--- src/rtl/mips_fetch_pkg.sv ---
// Shared types and helpers for the MIPS instruction-fetch stage.
package mips_fetch_pkg;

  localparam int INSTR_W = 32;
  localparam logic [INSTR_W-1:0] NOP_INSTR = 32'h0000_0000;

  typedef enum logic [1:0] {
    IDLE = 2'd0,
    REQ  = 2'd1,
    HOLD = 2'd2
  } fetch_state_e;

  // J/JAL target: keep the region bits of the current PC, splice in instr_index.
  function automatic logic [31:0] jump_addr(input logic [31:0] pc, input logic [25:0] idx);
    return (pc & 32'hF000_0000) | {4'b0000, idx, 2'b00};
  endfunction

endpackage

--- src/rtl/next_pc_sel.sv ---
// Combinational next-PC priority mux: jump > branch > sequential.
import mips_fetch_pkg::*;

module next_pc_sel (
  input  logic [31:0] pc_i,
  input  logic        branch_taken_i,
  input  logic [31:0] branch_target_i,
  input  logic        jump_i,
  input  logic [25:0] jump_target_i,
  output logic        redirect_o,
  output logic [31:0] seq_pc_o,
  output logic [31:0] next_pc_o
);

  assign seq_pc_o = pc_i + 32'd4;

  // Pick the highest-priority source; branch targets are forced word-aligned.
  always_comb begin
    redirect_o = jump_i | branch_taken_i;
    next_pc_o  = seq_pc_o;
    if (jump_i) begin
      next_pc_o = jump_addr(pc_i, jump_target_i);
    end else if (branch_taken_i) begin
      next_pc_o = branch_target_i & 32'hFFFF_FFFC;
    end
  end

endmodule

--- src/rtl/fetch_pc_sequencer.sv ---
// Instruction-fetch PC sequencer with imem req/ack handshake and a one-entry
// output slot. Optional macro FETCH_DELAY_SLOT_EN delivers the in-flight
// instruction at a redirect instead of squashing it.
import mips_fetch_pkg::*;

module fetch_pc_sequencer #(
  parameter logic [31:0] RESET_PC = 32'h0000_0000,
  parameter int          ADDR_W   = 32
) (
  input  logic               clk,
  input  logic               reset,
  input  logic               stall,
  input  logic               branch_taken,
  input  logic [ADDR_W-1:0]  branch_target,
  input  logic               jump,
  input  logic [25:0]        jump_target,
  output logic               imem_req,
  output logic [ADDR_W-1:0]  imem_addr,
  input  logic               imem_ack,
  input  logic [INSTR_W-1:0] imem_rdata,
  output logic               if_valid,
  output logic [INSTR_W-1:0] if_instr,
  output logic [ADDR_W-1:0]  if_pc_plus4
);

  fetch_state_e       state_q;
  logic               req_q;
  logic [ADDR_W-1:0]  addr_q;
  logic               valid_q;
  logic [INSTR_W-1:0] instr_q;
  logic [ADDR_W-1:0]  pcp4_q;
  logic               pend_q;
  logic [ADDR_W-1:0]  pend_tgt_q;

  logic               redirect;
  logic [ADDR_W-1:0]  seq_pc;
  logic [ADDR_W-1:0]  next_pc;

  next_pc_sel u_next_pc_sel (
    .pc_i            (addr_q),
    .branch_taken_i  (branch_taken),
    .branch_target_i (branch_target),
    .jump_i          (jump),
    .jump_target_i   (jump_target),
    .redirect_o      (redirect),
    .seq_pc_o        (seq_pc),
    .next_pc_o       (next_pc)
  );

  // Fetch FSM, fetch address, pending redirect and output slot.
  always_ff @(posedge clk) begin
    if (reset) begin
      state_q    <= IDLE;
      req_q      <= 1'b0;
      addr_q     <= RESET_PC;
      valid_q    <= 1'b0;
      instr_q    <= NOP_INSTR;
      pcp4_q     <= '0;
      pend_q     <= 1'b0;
      pend_tgt_q <= '0;
    end else begin
      case (state_q)
        IDLE: begin
          state_q <= REQ;
          req_q   <= 1'b1;
        end
        REQ: begin
          if (stall && valid_q) begin
            // Slot is full and frozen: withdraw the request (an ack here has
            // nowhere to go, so the same address is simply refetched later).
            state_q <= HOLD;
            req_q   <= 1'b0;
            if (redirect) begin
              pend_q     <= 1'b1;
              pend_tgt_q <= next_pc;
            end
          end else if (imem_ack) begin
`ifdef FETCH_DELAY_SLOT_EN
            valid_q <= 1'b1;
            instr_q <= imem_rdata;
            pcp4_q  <= seq_pc;
`else
            if (redirect || pend_q) begin
              valid_q <= 1'b0;
            end else begin
              valid_q <= 1'b1;
              instr_q <= imem_rdata;
              pcp4_q  <= seq_pc;
            end
`endif
            addr_q <= redirect ? next_pc : (pend_q ? pend_tgt_q : seq_pc);
            pend_q <= 1'b0;
          end else begin
            if (!stall) valid_q <= 1'b0;
            if (redirect) begin
              pend_q     <= 1'b1;
              pend_tgt_q <= next_pc;
            end
          end
        end
        HOLD: begin
          if (redirect) begin
            // Redirect flushes the stalled slot and overrides the stall.
            valid_q <= 1'b0;
            addr_q  <= next_pc;
            pend_q  <= 1'b0;
            state_q <= REQ;
            req_q   <= 1'b1;
          end else if (!stall) begin
            valid_q <= 1'b0;
            state_q <= REQ;
            req_q   <= 1'b1;
          end
        end
        default: begin
          state_q <= IDLE;
          req_q   <= 1'b0;
        end
      endcase
    end
  end

  assign imem_req    = req_q;
  assign imem_addr   = addr_q;
  assign if_valid    = valid_q;
  assign if_instr    = instr_q;
  assign if_pc_plus4 = pcp4_q;

endmodule

--- config.mk ---
export PLATFORM = sky130hd
export DESIGN_NAME = fetch_pc_sequencer
export DESIGN_NICKNAME = d
export VERILOG_FILES = /design/src/rtl/mips_fetch_pkg.sv /design/src/rtl/next_pc_sel.sv /design/src/rtl/fetch_pc_sequencer.sv
export SDC_FILE = /design/constraint.sdc
export NUM_CORES = 1
export LEC_CHECK = 0
export CORE_ASPECT_RATIO = 2
export CORE_MARGIN = 5
export CORE_UTILIZATION = 48
export DETAILED_ROUTE_END_ITERATION = 8
export GPL_ROUTABILITY_DRIVEN = 0
export GPL_TIMING_DRIVEN = 0
export PLACE_DENSITY_LB_ADDON = 0.05
export SLEW_MARGIN = 20
export SYNTH_ARGS = -nofsm -noshare
export SYNTH_HDL_FRONTEND = slang
export SYNTH_SLANG_ARGS = --single-unit
--- constraint.sdc ---
create_clock -name clk -period 2.8 [get_ports clk]
set_clock_uncertainty 0.1 [all_clocks]
set_input_delay 0.28 -clock clk [delete_from_list [all_inputs] [get_ports clk]]
set_output_delay 0.28 -clock clk [all_outputs]
set_load 0.01 [all_outputs]
==> impl_metrics.tcl <==
set metrics [dict create \
    crit_path_max_fanout 10 \
    grt_start_max_net_pins 17 \
    antenna_left 0 \
    layoutNonFillerInstCount 1193 \
    critical_path_class "in -> reg" \
    max-vdd-ir-drop_v 0.0004681 \
    placementRows 60 \
    place_inst 1164 \
    hold_viol 0 \
    wl_per_cell_microns 21.89 \
    cts.sinks 132 \
    ys_seq_area_share_pct 40.87 \
    core_sq_um 13360 \
    cts-htree-levels 4 \
    stdcell_area_sq_um 9141 \
    worst_r2r_path_depth 7 \
    clk_latency_ns 0.43 \
    grt_usage_pct 32.10 \
    layout_common_cells "clkdlybuf4s50_1, dfxtp_1, nand2_1" \
    numCtsBuffers 17 \
    cap_violations 0 \
    rrSetupSlack_ns 0.15 \
    synth_top_area_share_pct 40.87 \
    die_y_microns 174.1 \
    wl_microns 26120 \
    fin_crit_ns 2.691 \
    synth_largest_area_cell "dfxtp_1" \
    total_power_mw 5.243 \
    grt_pass1_vias 7123 \
    ys.flop_type "dfxtp_1" \
    drive_above_1_share_pct 6.744 \
    ys_warn_count 0 \
    yosys-top-cells-area "dfxtp_1, nand2_1, a21oi_1, nor2_1, clkbuf_1" \
    status "finished, final reports clean" \
    relSlewSlack_pct 35.33 \
    dp_slack_ns -0.2679 \
    nNetsFinal 1127 \
    drc_errors 0 \
    grt_pass1_wl_microns 39120 \
    cp-end-kind "register" \
    cts_root_buf "clkbuf_16" \
    drt_pre_antenna_iters 6 \
    finalSetupViolCount 0 \
    hpwl_microns 19280 \
    start_kind "input port" \
    cp.required_ns 3.06 \
    p_per_area_nw_per_um2 573.6 \
    final_core_util_pct 68.41 \
    synth.distinct_cells 73 \
    dieArea_sq_um 16030 \
    start_util_pct 48.39 \
    max_freq_ghz 0.3716 \
    gr-total-overflow 0 \
    vias 7282 \
    cts_tree "built" \
    cp.arrival_ns 2.95 \
    clk_path_buf_depth 2 \
    die_w_microns 92.07 \
    drt_iter0_drc 719 \
    timing.final.crit_share_pct 96.11 \
    portBuffers 191 \
    antenna_found_initial 0 \
    finalMaxSlewViolations 0 \
    postSynthCellCount 818 \
    io_pins 194 \
    tns_ns 0 \
    synthToLayoutAreaGrowth_pct 41.37 \
    synth_edf_count 0 \
    layout_setup_ws_ns 0.1089 \
    grt_setup_unrepaired "true" \
    async_flop_share_pct 0 \
    post_dp_cell_area_sq_um 8577 \
    ctsHoldBuffers 0 \
    vias_per_cell 6.104 \
    holdPathStages 3 \
    path_clk_slew_ns 0.06 \
    synth.cell_area_sq_um 6466 \
    finalHoldWorstSlack_ns 0.3048 \
    ys_ff_latch 132 \
    insertedDiodeCount 0 \
    mostFrequentLayoutCell "clkdlybuf4s50_1" \
    syn_nets 918 \
    worstMarginPinSlew_ns 0.9665 \
    holdCritPathClass "in -> reg" \
    p_leak_nw 3.180 \
    avgSynthCellArea_sq_um 7.905 \
]
## cell usage after synthesis, types with 5 or more instances
cell type,number
nand2b_1,5
o31ai_1,6
dfxtp_1,132
and3_1,7
nand3_1,16
nand4_1,18
inv_1,16
nand2_1,125
o211ai_1,7
nor2_1,79
a211oi_1,28
a21oi_1,75
a22o_1,9
mux2i_1,10
xnor2_1,9
a22oi_1,13
a221oi_1,5
buf_2,5
nor4_1,7
a311oi_1,5
o21ai_0,41
nor3_1,34
clkbuf_1,57
o22ai_1,16
xor2_1,11
## registers in the layout (all words and copies together) (netlist names)
name	flops
if_instr	32
if_pc_plus4	32
imem_addr	32
pend_tgt_q	32
state_q	2
if_valid	1
pend_q	1
## power breakdown
part,internal [mW],total (mW),switching (mW)
Combinational,0.456,1.05,0.596
Sequential,1.99,2.11,0.126
Clock,1.21,2.08,0.870
## timing repair
action,in CTS,in global routing
pin swaps,0,1
setup endpoints to repair,7,36
resized for setup,2,16
buffers inserted,0,0
## area by class of cell
class	count	area (sq um)
plain buffers	67	275.3
clock buffers	18	429.2
clock inverters	12	111.4
fillers	1152	4222
inverters	16	60.06
multi-input cells	602	3517
flip-flops and latches	132	2643
well taps	155	193.9
repair buffers	191	1912
## logic make-up (layout without fill, tap and decap cells)
logic type / count (synthesis) / after routing / synth area share, %
and+or+nand+nor: 324 / 324 / 24.36
muxes: 13 / 13 / 2.070
buffers and inverters: 84 / 304 / 5.089
AOI/OAI and AO/OA: 241 / 241 / 24.13
DFF: 132 / 132 / 40.87
adders and majority gates: 4 / 4 / 0.7740
xor gates and xnor gates: 20 / 20 / 2.709
## worst max-delay path, cell delays in order
cell and delay, ns:
clkdlybuf4s50_1 0.55, clkbuf_1 0.48, nor2b_1 0.25, clkbuf_1 0.54
a22oi_1 0.29, a21boi_0 0.32, a22oi_1 0.12, o21ai_1 0.12
## routing by layer
layer / routed length (microns) / track usage (%) / part of all wire [%]
met5: 0 / 0 / 0
met4: 1982 / 22.70 / 7.6
met3: 2288 / 7.319 / 8.8
met2: 13020 / 56.01 / 50
met1: 8831 / 33.19 / 34
## final timing paths
path | startpoint | end
setup reg to reg | state_q[0] | imem_addr[17]
setup / recovery | branch_taken | imem_addr[21]
hold reg to reg | if_instr[1] | if_instr[1]
hold / removal | imem_rdata[31] | if_instr[31]
(Power assumes the default switching activity.)
